File: config.mk
export PLATFORM = sky130hd
export DESIGN_NAME = ps2_rx_filtrado
export DESIGN_NICKNAME = d
export VERILOG_FILES = /design/src/rtl/ps2_rx_filtrado.sv
export SDC_FILE = /design/constraint.sdc
export NUM_CORES = 1
export LEC_CHECK = 0
export BUFFER_PORTS_ARGS = -buffer_cell sky130_fd_sc_hd__buf_2
export CORE_UTILIZATION = 54
export DETAILED_ROUTE_END_ITERATION = 6
export GPL_TIMING_DRIVEN = 0
export PLACE_DENSITY = 0.73
export SLEW_MARGIN = 20
export SYNTH_ARGS = -nofsm -noshare
export SYNTH_HDL_FRONTEND = slang
export SYNTH_SLANG_ARGS = --single-unit
File: constraint.sdc
create_clock -name clk -period 2.3 [get_ports clk]
set_input_delay 0.23 -clock clk [delete_from_list [all_inputs] [get_ports clk]]
set_output_delay 0.23 -clock clk [all_outputs]
set_load 0.05 [all_outputs]
File: src/rtl/ps2_rx_filtrado.sv
// PS/2 device-to-host frame receiver: synchronises and deglitches ps2c, shifts in
// an 11-bit frame LSB-first, then validates stop bit and odd parity before releasing the byte.
module ps2_rx_filtrado #(
    parameter int FILTER_LEN  = 8,
    parameter int TIMEOUT_CYC = 100000
) (
    input  logic       clk,
    input  logic       reset,
    input  logic       ps2d,
    input  logic       ps2c,
    input  logic       rx_en,
    output logic       rx_done_tick,
    output logic [7:0] dout,
    output logic       parity_err,
    output logic       frame_err,
    output logic       busy
);
    localparam logic [1:0] IDLE  = 2'd0;
    localparam logic [1:0] RECV  = 2'd1;
    localparam logic [1:0] CHECK = 2'd2;

    localparam logic [16:0] TMO_LAST = 17'(TIMEOUT_CYC - 1);

    logic                  ps2c_meta, ps2c_sync;
    logic                  ps2d_meta, ps2d_sync;
    logic [FILTER_LEN-1:0] filt_sr;
    logic                  filt_c, filt_c_prev;
    logic                  fall_tick;

    logic [1:0]  state_reg;
    logic [3:0]  bit_cnt_reg;
    logic [16:0] tmo_reg;
    logic [9:0]  shreg_reg;
    logic [7:0]  dout_reg;
    logic        done_reg, perr_reg, ferr_reg;

    // Idle level of the bus is high, so the conditioning chain resets to ones.
    always_ff @(posedge clk or negedge reset) begin
        if (!reset) begin
            ps2c_meta   <= 1'b1;
            ps2c_sync   <= 1'b1;
            ps2d_meta   <= 1'b1;
            ps2d_sync   <= 1'b1;
            filt_sr     <= '1;
            filt_c      <= 1'b1;
            filt_c_prev <= 1'b1;
        end else begin
            ps2c_meta   <= ps2c;
            ps2c_sync   <= ps2c_meta;
            ps2d_meta   <= ps2d;
            ps2d_sync   <= ps2d_meta;
            filt_sr     <= {filt_sr[FILTER_LEN-2:0], ps2c_sync};
            if (&filt_sr)
                filt_c <= 1'b1;
            else if (~|filt_sr)
                filt_c <= 1'b0;
            filt_c_prev <= filt_c;
        end
    end

    assign fall_tick = filt_c_prev & ~filt_c;

    always_ff @(posedge clk or negedge reset) begin
        if (!reset) begin
            state_reg   <= IDLE;
            bit_cnt_reg <= 4'd0;
            tmo_reg     <= 17'd0;
            shreg_reg   <= 10'd0;
            dout_reg    <= 8'h00;
            done_reg    <= 1'b0;
            perr_reg    <= 1'b0;
            ferr_reg    <= 1'b0;
        end else begin
            done_reg <= 1'b0;
            perr_reg <= 1'b0;
            ferr_reg <= 1'b0;
            case (state_reg)
                IDLE: begin
                    if (fall_tick && rx_en && !ps2d_sync) begin
                        state_reg   <= RECV;
                        bit_cnt_reg <= 4'd10;
                        tmo_reg     <= 17'd0;
                    end
                end
                RECV: begin
                    // An edge arriving on the timeout cycle still counts as a bit.
                    if (fall_tick) begin
                        shreg_reg   <= {ps2d_sync, shreg_reg[9:1]};
                        bit_cnt_reg <= bit_cnt_reg - 4'd1;
                        tmo_reg     <= 17'd0;
                        if (bit_cnt_reg == 4'd1)
                            state_reg <= CHECK;
                    end else if (tmo_reg == TMO_LAST) begin
                        ferr_reg  <= 1'b1;
                        state_reg <= IDLE;
                    end else if (tmo_reg != 17'h1FFFF) begin
                        tmo_reg <= tmo_reg + 17'd1;
                    end
                end
                CHECK: begin
                    state_reg <= IDLE;
                    if (!shreg_reg[9])
                        ferr_reg <= 1'b1;
                    else if (!(^shreg_reg[8:0]))
                        perr_reg <= 1'b1;
                    else begin
                        done_reg <= 1'b1;
                        dout_reg <= shreg_reg[7:0];
                    end
                end
                default: state_reg <= IDLE;
            endcase
        end
    end

    assign rx_done_tick = done_reg;
    assign parity_err   = perr_reg;
    assign frame_err    = ferr_reg;
    assign dout         = dout_reg;
    assign busy         = (state_reg != IDLE);
endmodule
==> impl_metrics.env, run 1 <==
export IMPL_vdd_drop_max_mv=0.479
export IMPL_cp_max_fo=7
export IMPL_cts_root_buffer="clkbuf_8"
export IMPL_clock_latency_ps=330
export IMPL_status="finished, final reports clean"
export IMPL_initial_core_util=0.558
export IMPL_slew_headroom=0.475
export IMPL_drive_above_1_share=0.338
export IMPL_cap_violations=0
export IMPL_routed_wirelength_um=5190
export IMPL_largest_reg_flops=17
export IMPL_post_route_period_util=0.955
export IMPL_clockBufferDepth=2
export IMPL_clk_pin_slew_worst_paths_ps=60
export IMPL_avgViaCountPerCell=5.61
export IMPL_grt_antenna_before_repair=0
export IMPL_core_area_um2=4720
export IMPL_clock_sinks=58
export IMPL_grt_use_total=0.228
export IMPL_yosysWarnings=0
export IMPL_powerDensity_nw_per_um2=911
export IMPL_grt_max_degree=59
export IMPL_startpoint_type="flop"
export IMPL_die_w_um=71.9
export IMPL_rsz0062_at_grt="no"
export IMPL_cts_buffers=9
export IMPL_synth_cells=230
export IMPL_setup_worst_path_class="reg -> reg"
export IMPL_fmax_mhz=455
export IMPL_design_die_area_um2=5170
export IMPL_ys_types=42
export IMPL_crit_arrival_ps=2430
export IMPL_netlist_area_um2=2640
export IMPL_postRouteAntennaNets=0
export IMPL_synth_area_leaders="dfrtp_1 (42%), dfstp_2 (14%), mux2_2 (7.3%), ha_1 (3.3%), xor2_1 (3.0%)"
export IMPL_fp_dieH_um=71.9
export IMPL_io_buffers=16
export IMPL_yosys_area_top_type_share=0.418
export IMPL_synth_edf_count=0
export IMPL_finClkSkew_ps=3.75
export IMPL_fin_setup_tns_ps=0
export IMPL_p_leak_nw=1.52
export IMPL_dp_hpwl_um=3240
export IMPL_cp_required_ps=2530
export IMPL_ios=17
export IMPL_drtIter0Drc=251
export IMPL_diodes=0
export IMPL_cts_tree="done"
export IMPL_grt_pass1_wl_um=8780
export IMPL_synth_avg_cell_area_um2=11.5
export IMPL_worst_pin_slew_ps=781
export IMPL_vias=1917
export IMPL_rows=25
export IMPL_maxSlewViolCount=0
export IMPL_layout_cells_non_filler=342
export IMPL_grt_pass1_vias=1817
export IMPL_ys_seq_elements=58
export IMPL_overflow=0
export IMPL_layout_nets=282
export IMPL_finalSetupViolations=0
export IMPL_synth_top_cell_by_area="dfrtp_1"
export IMPL_h_tree_depth=3
export IMPL_wl_per_cell_um=15.2
export IMPL_worst_setup_path_end_kind="flop"
export IMPL_place_congestion=0.820
export IMPL_hold_viol_final=0
export IMPL_dp_cells=313
export IMPL_synth_fp_nets=242
export IMPL_ys_seq_area_frac=0.557
export IMPL_drc=0
export IMPL_period_minus_slack_ps=2200
export IMPL_hp_class="in -> reg"
export IMPL_async_reset_ff_frac=1.00
export IMPL_drt_pass1_iter_count=4
export IMPL_synthFlopType="dfrtp_1"
export IMPL_area_growth_pct=22.1
## layout by cell type, fill, tap and decap left out, types with 10 or more instances in the layout
| cell | Yosys | final |
|---|---|---|
| dfrtp_1 | 44 | 44 |
| buf_2 | 3 | 18 |
| mux2_2 | 17 | 17 |
| nor2_1 | 16 | 16 |
| nand2_1 | 14 | 14 |
| nand3_1 | 15 | 14 |
| dfstp_2 | 14 | 14 |
| o21ai_0 | 12 | 12 |
| buf_4 | 0 | 12 |
| clkbuf_8 | 0 | 11 |
| inv_1 | 10 | 10 |
## through the flow
stage,setup slack (ps),area [um2],hold slack [ps],total power (W),util
2_1_floorplan,-33.6,2660,-65.6,0.00159,-
3_3_place_gp,-270,2820,335,0.00168,0.598
3_5_place_dp,-308,2830,333,0.00171,0.598
4_1_cts,20.7,3170,288,0.00293,0.670
5_1_grt,0.0451,3220,325,0.00310,0.682
6_report,102,3220,307,0.00293,0.682
## kinds of logic (layout without fill, tap and decap cells)
group           after synthesis  after routing  synth area share
mux                          18             18            0.0783
fa+ha+maj                     7              7            0.0332
simple gates                 80             80             0.166
compound gates               34             34            0.0802
flops                        58             58             0.557
xor+xnor                     15             15            0.0579
buf+inv                      18             63            0.0271
## final cells by class
type	instances	area (um2)
buffer	6	27.5
clock buffer	11	151
clock inverter	5	100
fill	340	1500
inverter	10	37.5
multi-input combinational	154	1140
sequential	58	1470
tap	67	83.8
timing repair buffer	31	206
## synth_stat cells, types with 2 or more instances
master / number
a21o_1: 2
a21oi_1: 8
and2_1: 2
and3_1: 4
and4_1: 2
buf_2: 3
clkbuf_1: 5
dfrtp_1: 44
dfstp_2: 14
ha_1: 7
inv_1: 10
mux2_2: 17
nand2_1: 14
nand2b_1: 2
nand3_1: 15
nand4_1: 9
nor2_1: 16
nor3_1: 4
nor3b_1: 2
nor4b_1: 2
o21ai_0: 12
o22ai_1: 2
o41ai_1: 3
or3_1: 2
xnor2_1: 4
xor2_1: 9
## layer usage
metal / global-route usage / vias up / routed length [um]
met5: 0 / - / 0
met4: 0.120 / 0 / 85
met3: 0.0520 / 9 / 250
met2: 0.327 / 53 / 2440
met1: 0.323 / 955 / 2420
li1: - / 900 / -
## worst max-delay path, stage by stage, from the launching register on
cell and delay (ps):
dfrtp_1 400, ha_2 180, and4_4 150, and3_4 160
and4_1 150, ha_2 180, nor3b_4 170, buf_6 150
and2_1 190, a21oi_1 90, a311oi_1 270
## report_power, final
group          internal (W)  total (W)  leakage (nW)  switching [W]
Clock              0.000775    0.00116         0.129       0.000390
Combinational      0.000218   0.000482         0.646       0.000264
Sequential          0.00116    0.00129         0.743       0.000130
## worst paths after layout
kind	depth (start not counted)	startpoint	endpoint	slack, ps
hold / removal	3	rx_en	state_reg[0]	310
setup / recovery	10	tmo_reg[1]	tmo_reg[7]	100
min in group asynchronous	2	reset	tmo_reg[10]	490
setup reg to reg	10	tmo_reg[1]	tmo_reg[7]	100
max in group asynchronous	2	reset	rx_done_tick	1320
hold reg to reg	0	ps2c_sync	filt_sr[0]	360
## repair_timing
| item | CTS | global route |
|---|---|---|
| setup endpoints to repair | 18 | 17 |
| hold buffers | 3 | 0 |
| gates resized for setup | 4 | 6 |
| setup buffers | 7 | 5 |
| pin swaps | 5 | 2 |
| endpoints found under the hold margin | 46 | 0 |
Power figures use the tool's default switching activity.
==> inputs of run 2 (changes only) <==
CORE_UTILIZATION = 31   (was 54)
PLACE_DENSITY = 0.46   (was 0.73)
==> impl_metrics.env, run 2 (synthesis results as in run 1) <==
export IMPL_status="finished, final reports clean"
export IMPL_initial_core_util=0.321
export IMPL_wl_per_cell_um=13.5
export IMPL_area_growth_pct=21.0
export IMPL_critPathBufInv=1
export IMPL_cp_required_ps=2500
export IMPL_drc=0
export IMPL_vdd_drop_max_mv=0.595
export IMPL_worst_pin_slew_ps=729
export IMPL_clock_latency_ps=330
export IMPL_core_area_um2=8220
export IMPL_placed_area_um2=2870
export IMPL_setup_worst_path_class="reg -> reg"
export IMPL_grt_antenna_before_repair=0
export IMPL_hp_class="in -> reg"
export IMPL_layout_cells_non_filler=378
export IMPL_cts_root_buffer="clkbuf_8"
export IMPL_setup_ws_ps=29.0
export IMPL_cap_violations=0
export IMPL_clock_sinks=58
export IMPL_postRouteAntennaNets=0
export IMPL_overflow=0
export IMPL_design_die_area_um2=8880
export IMPL_crit_path_top_delay_cell="dfrtp_1"
export IMPL_diodes=0
export IMPL_vias=1817
export IMPL_rr_worst_depth=11
export IMPL_clk_pin_slew_worst_paths_ps=70
export IMPL_slew_headroom=0.514
export IMPL_h_tree_depth=3
export IMPL_largest_reg_flops=17
export IMPL_fmax_mhz=440
export IMPL_crit_arrival_ps=2470
export IMPL_final_cell_mix="dfrtp_1 (44), buf_2 (18), mux2_2 (17), nor2_1 (16)"
export IMPL_crit_cells=11
export IMPL_drive_above_1_share=0.337
export IMPL_path_cells="ha_2 > and4_4 > and3_4 > and4_1 > ha_2 > nor3b_4 > buf_4 > and3_4 > nand4_1 > xor2_1 > nor2_1"
export IMPL_post_place_ws_ps=-330
export IMPL_cts_buffers=9
export IMPL_worstReg2RegEnd="tmo_reg[11]"
export IMPL_ios=17
export IMPL_maxSlewViolCount=0
export IMPL_finalSetupViolations=0
export IMPL_final_common_cell="dfrtp_1"
export IMPL_hold_viol_final=0
export IMPL_finClkSkew_ps=8.76
export IMPL_fillers=810
export IMPL_final_area_um2=3190
export IMPL_clockBufferDepth=2
export IMPL_r2r_start="tmo_reg[0]"
export IMPL_fp_dieH_um=94.2
export IMPL_max_stage_delay_ps=410
export IMPL_layout_nets=280
export IMPL_powerDensity_nw_per_um2=807
export IMPL_drt_pass1_iter_count=4
export IMPL_rsz0062_at_grt="yes"
export IMPL_die_w_um=94.2
export IMPL_report_power_total_w=0.00258
export IMPL_worst_setup_path_end_kind="flop"
export IMPL_crit_family="simple AND/OR/NAND/NOR gates"
export IMPL_r2r_slack_ps=30
export IMPL_p_leak_nw=1.47
export IMPL_crit_end="tmo_reg[11]"
export IMPL_dp_cells=351
export IMPL_avgViaCountPerCell=4.81
export IMPL_post_route_period_util=0.987
export IMPL_cp_max_fo=3
export IMPL_io_buffers=16
export IMPL_grt_pass1_vias=1836
export IMPL_dp_hpwl_um=3330
export IMPL_drtIter0Drc=63
export IMPL_startpoint_type="flop"
export IMPL_crit_path_start="tmo_reg[0]"
export IMPL_routed_wirelength_um=5100
export IMPL_grt_use_total=0.134
export IMPL_grt_pass1_wl_um=8870
export IMPL_cts_tree="done"
export IMPL_place_congestion=0.737
export IMPL_grt_max_degree=59
export IMPL_post_route_util=0.388
export IMPL_rows=33
export IMPL_period_minus_slack_ps=2270
run 2: final cells by class:
cell class              count  area (um2)  share of cell area
well taps                 105         131              0.0412
plain buffers               6        27.5             0.00863
multi-input cells         154        1150               0.362
flip-flops and latches     58        1470               0.460
clock inverters             6        42.5              0.0133
inverters                  10        37.5              0.0118
repair buffers             29         191              0.0600
clock buffers              10         138              0.0431
run 2: worst min-delay path, delay by kind of cell:
family	cells	cell delay, ps
AND/OR/NAND/NOR	1	140
AO/OA/AOI/OAI	1	90
buffers and inverters	1	100
run 2: power by group:
group,switching (W),internal [W]
logic,0.000245,0.000208
clock network,0.000420,0.000419
registers,0.000129,0.00116
run 2: stage by stage:
step,hold slack [ps],setup TNS [ps]
after detailed placement,336,-3280
after CTS,265,-10.3
after global placement,337,-3470
final,278,0
after global routing,292,-176
after floorplan,-65.6,-33.6
run 2: worst min-delay path by stage:
stage	from	endpoint	slack (ps)	cells after the start
global route	rx_en	state_reg[0]	290	3
floorplan	reset	bit_cnt_reg[0]	-70	0
CTS	rx_en	state_reg[0]	260	3
finish	rx_en	state_reg[0]	280	3
detailed placement	ps2c	ps2c_meta	340	1
global placement	ps2c	ps2c_meta	340	1
run 2: metal layers:
layer	track usage	vias up	wire length, um
li1	-	896	-
met1	0.171	891	2510
met4	0.0385	0	44
met3	0.0518	4	184
met2	0.207	26	2360
met5	0	-	0
run 2: what timing repair did:
action	4_1_cts	5_1_grt
endpoints found under the setup margin	18	15
resized for setup	7	5
hold buffers	3	0
pin swaps	3	5
buffers inserted	6	4
hold endpoints to repair	34	0
==> inputs of run 3 (changes only) <==
ABC_AREA = 1   (was default)
==> impl_metrics.env, run 3 <==
export IMPL_status="finished, final reports clean"
export IMPL_startpoint_type="flop"
export IMPL_power_switching_w=0.00105
export IMPL_rsz0062_at_grt="no"
export IMPL_slew_headroom=0.503
export IMPL_ys_seq_elements=58
export IMPL_fillers=958
export IMPL_crit_arrival_ps=2290
export IMPL_finalSetupViolations=0
export IMPL_p_leak_nw=1.68
export IMPL_post_route_period_util=0.878
export IMPL_rr_worst_depth=13
export IMPL_path_cells="ha_1 > nand2_2 > nor2_4 > nand2_2 > nor4_2 > ha_1 > nand2_1 > inv_1 > nor2_4 > nand2_4 > buf_6 > nand2_1 > o21ai_2"
export IMPL_synth_area_leaders="dfrtp_1 (37%), nand2_1 (13%), dfstp_2 (12%), inv_1 (6.4%), nand4_1 (5.3%)"
export IMPL_async_reset_ff_frac=1.00
export IMPL_largest_reg_flops=17
export IMPL_min_path_cells=0
export IMPL_cp_max_fo=10
export IMPL_grt_max_degree=59
export IMPL_clock_latency_ps=330
export IMPL_synth_most_common_cell="nand2_1"
export IMPL_avgViaCountPerCell=4.39
export IMPL_h_tree_depth=3
export IMPL_netlist_area_um2=2950
export IMPL_pwr_share_seq=0.384
export IMPL_area_growth_pct=17.6
export IMPL_io_buffers=16
export IMPL_synth_edf_count=0
export IMPL_final_common_cell="nand2_1"
export IMPL_drive_above_1_share=0.208
export IMPL_synth_cells=350
export IMPL_ys_seq_area_frac=0.498
export IMPL_setup_worst_path_class="reg -> reg"
export IMPL_cap_violations=0
export IMPL_ios=17
export IMPL_diodes=0
export IMPL_hp_class="reg -> reg"
export IMPL_overflow=0
export IMPL_p_clk_frac=0.356
export IMPL_clk_pin_slew_worst_paths_ps=70
export IMPL_maxSlewViolCount=0
export IMPL_yosysWarnings=0
export IMPL_ys_types=33
export IMPL_fin_setup_tns_ps=0
export IMPL_rows=35
export IMPL_fp_dieH_um=99.6
export IMPL_cts_tree="done"
export IMPL_clock_sinks=58
export IMPL_die_w_um=99.6
export IMPL_grt_antenna_before_repair=0
export IMPL_powerDensity_nw_per_um2=905
export IMPL_synth_top_cell_by_area="dfrtp_1"
export IMPL_wl_per_cell_um=11.7
export IMPL_initial_core_util=0.319
export IMPL_hold_viol_final=0
export IMPL_core_area_um2=9240
export IMPL_period_minus_slack_ps=2020
export IMPL_postRouteAntennaNets=0
export IMPL_routed_wirelength_um=5990
export IMPL_crit_path_start="tmo_reg[0]"
export IMPL_synth_fp_nets=362
export IMPL_worst_setup_path_end_kind="flop"
export IMPL_grt_pass1_vias=2233
export IMPL_cts_buffers=9
export IMPL_worstHoldStart="ps2c_meta"
export IMPL_yosys_area_top_type_share=0.373
export IMPL_place_congestion=0.818
export IMPL_drt_pass1_iter_count=4
export IMPL_layout_nets=392
export IMPL_max_stage_delay_ps=380
export IMPL_grt_use_total=0.139
export IMPL_worst_pin_slew_ps=745
export IMPL_synth_common_cells="nand2_1 (106), inv_1 (50), dfrtp_1 (44)"
export IMPL_vias=2256
export IMPL_finClkSkew_ps=5.58
export IMPL_cts_root_buffer="clkbuf_8"
export IMPL_p_comb_frac=0.260
export IMPL_design_die_area_um2=9910
export IMPL_post_route_util=0.376
export IMPL_crit_path_top_delay_cell="dfrtp_1"
export IMPL_synth_avg_cell_area_um2=8.43
export IMPL_p_int_w=0.00209
export IMPL_cts_setup_buffers=0
export IMPL_final_cell_mix="nand2_1 (105), inv_1 (50), dfrtp_1 (44), nand4_1 (25), buf_2 (17)"
export IMPL_vdd_drop_max_mv=0.259
export IMPL_r2r_start="tmo_reg[0]"
export IMPL_fmax_mhz=495
export IMPL_synthFlopType="dfrtp_1"
export IMPL_clockBufferDepth=2
export IMPL_grt_pass1_wl_um=10600
export IMPL_dp_hpwl_um=4190
export IMPL_cp_required_ps=2570
export IMPL_drtIter0Drc=104
export IMPL_drc=0
export IMPL_p_sw_frac=0.336
==> run 3: worst paths after layout <==
check / to / slack [ps]
max: tmo_reg[12] / 280
min: ps2c_sync / 360
max reg2reg: tmo_reg[12] / 280
min reg2reg: ps2c_sync / 360
max in group asynchronous: bit_cnt_reg[0] / 1310
min in group asynchronous: frame_err / 510
==> run 3: worst max-delay path: cells and delay by family (launching register included) <==
family	cells	cell delay [ps]
flip-flops	1	380
AND/OR/NAND/NOR	8	900
buffers and inverters	2	260
AO/OA/AOI/OAI	1	50
adder cells (fa/ha/maj)	2	380
==> run 3: cell type report <==
cell class	instances	area (um2)	area share
Tap cell	129	161	0.0465
Inverter	54	203	0.0584
Clock buffer	12	165	0.0476
Buffer	6	48.8	0.0141
Clock inverter	4	72.6	0.0209
Timing Repair Buffer	19	113	0.0324
Multi-Input combinational cell	232	1240	0.357
Sequential cell	58	1470	0.423
==> run 3: timing repair <==
| action | in CTS | in global routing |
|---|---|---|
| endpoints found under the hold margin | 40 | 0 |
| gates resized for setup | 0 | 2 |
| endpoints found under the setup margin | 0 | 17 |
| hold buffers | 3 | 0 |
==> run 3: per-stage QoR <==
stage | hold WS (ps) | setup WS [ps] | area, um2 | std cells | power (W)
2_1_floorplan | -65.6 | 476 | 2950 | 350 | 0.00184
3_3_place_gp | 336 | 151 | 3190 | 495 | 0.00204
3_5_place_dp | 339 | 159 | 3190 | 495 | 0.00205
4_1_cts | 357 | 127 | 3460 | 514 | 0.00320
5_1_grt | 359 | 61.4 | 3470 | 514 | 0.00334
6_report | 356 | 280 | 3470 | 514 | 0.00314
==> run 3: routing by layer <==
| metal | track usage | wire, um |
|---|---|---|
| met2 | 0.208 | 2620 |
| met5 | 0 | 0 |
| met1 | 0.182 | 3050 |
| met4 | 0.0588 | 108 |
| met3 | 0.0478 | 209 |
==> run 3: kinds of logic (layout without fill, tap and decap cells) <==
kind of cell / count (synthesis) / in the layout / synth area share
AO/OA/AOI/OAI: 38 / 38 / 0.0806
AND/OR/NAND/NOR: 183 / 183 / 0.295
adder cells (fa/ha/maj): 7 / 7 / 0.0297
flip-flops: 58 / 58 / 0.498
buffers and inverters: 60 / 95 / 0.0852
XOR/XNOR: 4 / 4 / 0.0119
==> run 3: power by group through the flow <==
| stage | Combinational [W] | Clock [W] | Sequential [W] |
|---|---|---|---|
| finish | 0.000816 | 0.00112 | 0.00121 |
| global route | 0.000927 | 0.00120 | 0.00122 |
| CTS | 0.000836 | 0.00116 | 0.00121 |
| detailed placement | 0.000826 | 0 | 0.00122 |
| global placement | 0.000819 | 0 | 0.00122 |
| floorplan | 0.000623 | 0 | 0.00121 |
